## src/rtl/div_pkg.sv

```systemverilog
// Shared definitions for the sequential divider: FSM encodings
// and the default operand width.
package div_pkg;

    localparam int DEF_WIDTH = 4;

    typedef enum logic [1:0] {
        ST_IDLE = 2'd0,
        ST_BUSY = 2'd1,
        ST_DONE = 2'd2
    } state_t;

endpackage

```

## src/rtl/div_step.sv

```systemverilog
// One restoring-division iteration: shift in the next dividend bit,
// subtract the divisor if it fits, and emit the quotient bit.
module div_step #(
    parameter int WIDTH = 4
) (
    input  logic [WIDTH:0]   rem_in,
    input  logic             next_bit,
    input  logic [WIDTH-1:0] divisor,
    output logic [WIDTH:0]   rem_out,
    output logic             q_bit
);

    logic [WIDTH:0] w_shift;
    logic [WIDTH:0] w_diff;
    logic           w_ge;

    // A set top bit means the shifted value exceeds any WIDTH-bit divisor.
    assign w_shift = {rem_in[WIDTH-1:0], next_bit};
    assign w_ge    = rem_in[WIDTH] | (w_shift >= {1'b0, divisor});
    assign w_diff  = w_shift - {1'b0, divisor};
    assign rem_out = w_ge ? w_diff : w_shift;
    assign q_bit   = w_ge;

endmodule

```

## src/rtl/seq_divider.sv

```systemverilog
// Multi-cycle unsigned restoring divider, one quotient bit per clock,
// with valid/ready handshakes and divide-by-zero flagging.
module seq_divider
    import div_pkg::*;
#(
    parameter int WIDTH = DEF_WIDTH
) (
    input  logic             clk,
    input  logic             rst_n,
    input  logic             in_valid,
    output logic             in_ready,
    input  logic [WIDTH-1:0] dividend,
    input  logic [WIDTH-1:0] divisor,
    output logic             out_valid,
    input  logic             out_ready,
    output logic [WIDTH-1:0] quotient,
    output logic [WIDTH-1:0] remainder,
    output logic             div_by_zero
);

    localparam int CW = $clog2(WIDTH + 1);
    localparam logic [CW-1:0] LAST = CW'(WIDTH - 1);

    state_t           r_state;
    state_t           w_state_nxt;
    logic [CW-1:0]    r_cnt;
    logic [WIDTH-1:0] r_dvd;
    logic [WIDTH-1:0] r_dvs;
    logic [WIDTH:0]   r_rem;
    logic [WIDTH-1:0] r_q;
    logic             r_dz;

    logic [WIDTH:0]   w_rem_step;
    logic             w_q_bit;
    logic             w_accept;
    logic             w_zero;

    div_step #(.WIDTH(WIDTH)) u_step (
        .rem_in   (r_rem),
        .next_bit (r_dvd[WIDTH-1]),
        .divisor  (r_dvs),
        .rem_out  (w_rem_step),
        .q_bit    (w_q_bit)
    );

    assign in_ready    = (r_state == ST_IDLE);
    assign out_valid   = (r_state == ST_DONE);
    assign quotient    = r_q;
    assign remainder   = r_rem[WIDTH-1:0];
    assign div_by_zero = r_dz;
    assign w_accept    = in_valid && in_ready;
    assign w_zero      = (divisor == '0);

    always_comb begin
        w_state_nxt = r_state;
        unique case (r_state)
            ST_IDLE: if (w_accept) w_state_nxt = w_zero ? ST_DONE : ST_BUSY;
            ST_BUSY: if (r_cnt == LAST) w_state_nxt = ST_DONE;
            ST_DONE: if (out_ready) w_state_nxt = ST_IDLE;
            default: w_state_nxt = ST_IDLE;
        endcase
    end

    always_ff @(posedge clk) begin
        if (!rst_n) begin
            r_state <= ST_IDLE;
        end else begin
            r_state <= w_state_nxt;
        end
    end

    always_ff @(posedge clk) begin
        if (!rst_n) begin
            r_cnt <= '0;
            r_dvd <= '0;
            r_dvs <= '0;
            r_rem <= '0;
            r_q   <= '0;
            r_dz  <= 1'b0;
        end else if (r_state == ST_IDLE) begin
            if (w_accept) begin
                r_dvd <= dividend;
                r_dvs <= divisor;
                r_cnt <= '0;
                r_dz  <= w_zero;
                // Divide by zero skips iteration and reports q=all-ones, r=dividend.
                r_q   <= w_zero ? '1 : '0;
                r_rem <= w_zero ? {1'b0, dividend} : '0;
            end
        end else if (r_state == ST_BUSY) begin
            r_rem <= w_rem_step;
            r_q   <= {r_q[WIDTH-2:0], w_q_bit};
            r_dvd <= {r_dvd[WIDTH-2:0], 1'b0};
            r_cnt <= r_cnt + CW'(1);
        end
    end

endmodule

```

## config.mk

```make
export PLATFORM = sky130hd
export DESIGN_NAME = seq_divider
export DESIGN_NICKNAME = d
export VERILOG_FILES = /design/src/rtl/div_pkg.sv /design/src/rtl/div_step.sv /design/src/rtl/seq_divider.sv
export SDC_FILE = /design/constraint.sdc
export NUM_CORES = 1
export LEC_CHECK = 0
export CAP_MARGIN = 20
export CORE_MARGIN = 5
export CORE_UTILIZATION = 54
export CTS_BUF_LIST = sky130_fd_sc_hd__clkbuf_2
export CTS_CLUSTER_DIAMETER = 30
export CTS_CLUSTER_SIZE = 40
export DETAILED_ROUTE_END_ITERATION = 7
export MAX_ROUTING_LAYER = met4
export PLACE_DENSITY = 0.92
export SKIP_LAST_GASP = 1
export SLEW_MARGIN = 20
export SYNTH_ARGS = -nofsm -noshare
export SYNTH_HDL_FRONTEND = slang
export SYNTH_SLANG_ARGS = --single-unit
```

## constraint.sdc

```tcl
create_clock -name clk -period 2.4 [get_ports clk]
set_input_delay 0.48 -clock clk [delete_from_list [all_inputs] [get_ports clk]]
set_output_delay 0.48 -clock clk [all_outputs]
set_load 0.1 [all_outputs]
```

# ---- After elaboration in Yosys (flattened, before gate mapping)
# Index checks and enable logic that the tools add are counted.
dict set report totals {
  regBits 23
  out_inout_bits 11
}
dict set report op_classes {
  eq_ne 6
  n_reduce_logical 7
  addsub 2
  bitwise_logic 1
  order_cmp 1
  n_mux 20
}
# op count
set op_table {}
lappend op_table {{2-to-1 mux 4 bit} 8}
lappend op_table {{2-to-1 mux 5 bit} 4}
lappend op_table {{2-to-1 mux 3 bit} 3}
lappend op_table {{2-to-1 mux 2 bit} 4}
lappend op_table {{case mux 2 bit (3 select lines)} 1}
lappend op_table {{greater-or-equal comparator 5 x 4 -> 1 bit} 1}
lappend op_table {{subtractor 5 x 4 -> 5 bit} 1}
lappend op_table {{zero test 4 bit} 1}
lappend op_table {{!= test 2 x 1 -> 1 bit, second input constant} 2}
lappend op_table {{AND reduction 2 bit} 2}
lappend op_table {{adder 3 x 1 -> 3 bit, second input constant} 1}
lappend op_table {{== test 3 x 2 -> 1 bit, second input constant} 1}
lappend op_table {{AND reduction 3 bit} 1}
lappend op_table {{== test 2 x 1 -> 1 bit, second input constant} 1}
lappend op_table {{== test 2 bit, second input constant} 1}
lappend op_table {{zero test 2 bit} 1}
lappend op_table {{!= test 2 bit, second input constant} 1}
lappend op_table {{nonzero test 2 bit} 1}
lappend op_table {{logical AND 1 bit} 1}
lappend op_table {{bitwise OR 1 bit} 1}

# ---- Longest topological paths before layout
dict set report logic_depth {
  ltp_word 5
  depth_mapped 8
  ltp_nobuf 8
}

# ---- Modules after synthesis
# Synthesis repeated with hierarchy kept, for this count alone.
dict set report unflattened {
  cells_unflattened 146
  hier_area_um2 1362.6
}
# mod instances area_per_inst_um2 seq_area_each_um2 cells_per_inst
set modules_own_cells {}
lappend modules_own_cells {seq_divider 1 1069.8 460.4 112}
lappend modules_own_cells {div_step 1 292.8 0.0 34}

# ---- Worst setup path after synthesis
# OpenSTA, ideal clock, no wires.
dict set report synth_timing {
  path_kind {flip-flop to output port}
  startpoint {reg r_state[1]}
  endpoint {out out_valid}
  stages_incl_launch_ff 2
  slack_ps 138
  t_arrival_ps 1782
  path_buffers 0
  cell_sequence {dfxtp_1 nor2b_1}
}
dict set report synth_via {
  elab_chain_len 1
}
# element line
set synth_lines {}
lappend synth_lines {{start, declared} seq_divider.sv:24} ;# state_t r_state;
lappend synth_lines {{start signal, assigned} seq_divider.sv:68} ;# r_state <= w_state_nxt;
lappend synth_lines {{== test 2 bit} seq_divider.sv:47} ;# assign out_valid = (r_state == ST_DONE);
lappend synth_lines {{end, declared} seq_divider.sv:14} ;# output logic out_valid,
# No other way between the ends.

# ---- Final worst setup path
dict set report layout_timing {
  startpoint {reg r_state[0]}
  endpoint {out in_ready}
}
dict set report layout_via {
  elab_chain_len 1
}
# element line
set layout_lines {}
lappend layout_lines {{zero test 2 bit} seq_divider.sv:46} ;# assign in_ready = (r_state == ST_IDLE);
lappend layout_lines {{end, declared} seq_divider.sv:11} ;# output logic in_ready,
# No other way between the ends.

==> flow_summary.ini <==
[status]
outcome = complete, no violations

[route]
drt_iter0_drc = 46
first_pass_iters = 4
antenna_left = 0
drt_wl_total_mm = 3.29
drc = 0
vias = 1241
drt-vias-per-instance = 5.85
wl_per_cell_um = 15.5

[cts]
insertion_delay_ns = 0.34
clk_path_buf_depth = 2
clk_pin_slew_ns = 0.23
cts_tree = done
hold_buffers = 0
htree_levels = 1
post-cts-setup-buffers = 0
cts_sinks = 23
cts_root_buf = clkbuf_2
cts_made_buffers = 3
cts_resized = 0

[sta]
post-route-period-util_pct = 88.0
hold_ws_ns = 0.482
tightest_slew_ns = 0.505
totalNegativeSetupSlack_ns = 0
achievable-frequency_mhz = 473
fin_crit_ns = 2.11
setup_viol = 0
rsz0062_at_grt = false
clock_skew_ns = 0.0275
slew_violations = 0
slew_headroom_pct = 66.2
finalHoldViolCount = 0

[final_layout]
final_nets = 202
ff_latch_area_um2 = 460
fillers = 217
utilization_pct = 64.0
n_antenna_cell = 0
drive_above_1_share_pct = 15.4
multi_input_area_um2 = 788
syn_to_final_growth_pct = 15.1

[worst_setup_path]
critPathLaunchType = register
criticalPathCategory = reg -> out
crit_chain = or2_1 -> inv_4 -> buf_12
critPathArrivalTime_ns = 1.63
endpoint_kind = primary output
slowest_delay_ns = 0.44
worstRegToRegCells = 6
reg2reg_setup_slack_ns = 0.45
crit_required_ns = 1.92
cpMaxStageDelayCell = dfxtp_1
cp_max_fo = 19

[synthesis]
synth_area_leaders = dfxtp_1, a21oi_1, ha_1, nand2_1, o21ai_0
synth.top_cell.area_share_pct = 33.8
ys_top_cells_by_count = a21oi_1, dfxtp_1, nand2_1, nor2_1, o21ai_0
ys.flop_type = dfxtp_1
yosysMostFrequentCell = a21oi_1
avgSynthCellArea_um2 = 8.27
syn_nets = 184
synth.distinct_cells = 45
yosysSeqAreaShare_pct = 33.8
postSynthCellCount = 165
ys_warn_count = 0
synth_top_cell_by_area = dfxtp_1
async_flop_share_pct = 0
synth_edf_count = 0
synth_seq_cells = 23
syn_area_um2 = 1360

[global_route]
grt_util_all_layers_pct = 20.2
antenna_found_initial = 0
grt_max_degree = 22
grt_pass1_vias = 1213
grt-ovfl-total = 0
grt_pass1_wl_mm = 5.46

[die]
core_um2 = 2450
start_util_pct = 55.6
die_x_um = 60.3
num_io_pins = 23
dieArea_um2 = 3630
placement_rows = 18
die_y_um = 60.3

[pwr]
peakVddDrop_mv = 0.389
p_total_uw = 966
p_leak_nw = 0.615
p_per_area_nw_per_um2 = 615

[place]
portBuffers = 22
place_hpwl_mm = 2.52
gp_congestion = 0.912

[job]
cap_viol_max_count = 0

[hold_path]
hold_class = reg -> reg
min_delay_path_depth = 2
-- layer usage --
layer | wire, µm | up-vias | GRT usage [%]
li1 | - | 617 | -
met1 | 1440 | 567 | 26.2
met2 | 1640 | 50 | 32.1
met3 | 171 | 7 | 2.38
met4 | 44 | 0 | 7.28
met5 | 0 | - | -
-- critical path: cells and delay by family (launching register included) --
family        cells  cell delay [ns]
buf+inv           2             0.45
flops             1             0.44
simple gates      1             0.39
-- where the power goes --
part,internal (mW),switching (mW)
logic,0.135,0.248
clock network,0.0377,0.116
registers,0.407,0.0222
total,0.580,0.386
-- layout make-up --
cell class	count	share of cell area, %
Tap cell	30	2.39
Inverter	9	2.31
Timing Repair Buffer	25	14.5
Multi-Input combinational cell	121	50.2
Sequential cell	23	29.3
Clock buffer	3	0.956
Clock inverter	1	0.319
-- path summary, 6_finish.rpt --
path	from	to
worst max-delay path	r_state[0]	in_ready
worst min-delay path	r_dvs[2]	r_dvs[2]
worst max register to register	r_rem[1]	r_rem[1]
worst min register to register	r_dvs[2]	r_dvs[2]
-- sequential cells by signal, summed over array words and instances (netlist names) --
| signal | flops |
|---|---|
| r_dvs | 4 |
| div_by_zero | 1 |
| r_rem | 5 |
| r_cnt | 3 |
| r_state | 2 |
| quotient | 4 |
| r_dvd | 4 |
-- stage by stage --
step           cell area [µm²]  setup slack (ns)  std cells
2_1_floorplan             1360             0.138        165
3_3_place_gp              1550             0.345        208
3_5_place_dp              1550             0.281        208
4_1_cts                   1570             0.312        212
5_1_grt                   1570             0.175        212
6_report                  1570             0.288        212
-- layout by cell type (no fill, tap or decap), types with 2 or more instances in the layout --
| cell type | synthesis | routed |
|---|---|---|
| inv_1 | 8 | 8 |
| nand2b_1 | 2 | 2 |
| nor3_1 | 4 | 4 |
| ha_1 | 6 | 6 |
| dfxtp_1 | 23 | 23 |
| o21ai_1 | 2 | 2 |
| a22oi_1 | 2 | 2 |
| clkbuf_2 | 0 | 3 |
| a31oi_1 | 3 | 3 |
| a21o_1 | 2 | 2 |
| o21a_1 | 2 | 2 |
| nand2_1 | 15 | 15 |
| mux2i_1 | 2 | 2 |
| buf_4 | 6 | 13 |
| a21oi_1 | 26 | 26 |
| nand3_1 | 6 | 6 |
| nor2_1 | 10 | 10 |
| o21ai_0 | 9 | 9 |
| nor2b_1 | 7 | 7 |
| clkdlybuf4s50_1 | 0 | 11 |
-- cells by family (layout without fill, tap and decap cells) --
logic type / count (synthesis) / in the layout / synth area share (%)
buffers and inverters: 21 / 38 / 8.44
DFF: 23 / 23 / 33.8
and+or+nand+nor: 54 / 54 / 21.6
xor gates and xnor gates: 1 / 1 / 0.642
muxes: 3 / 3 / 2.57
AOI/OAI and AO/OA: 56 / 56 / 26.1
adders and majority gates: 7 / 7 / 6.97
Note: power is estimated with default switching activity, not from simulation.
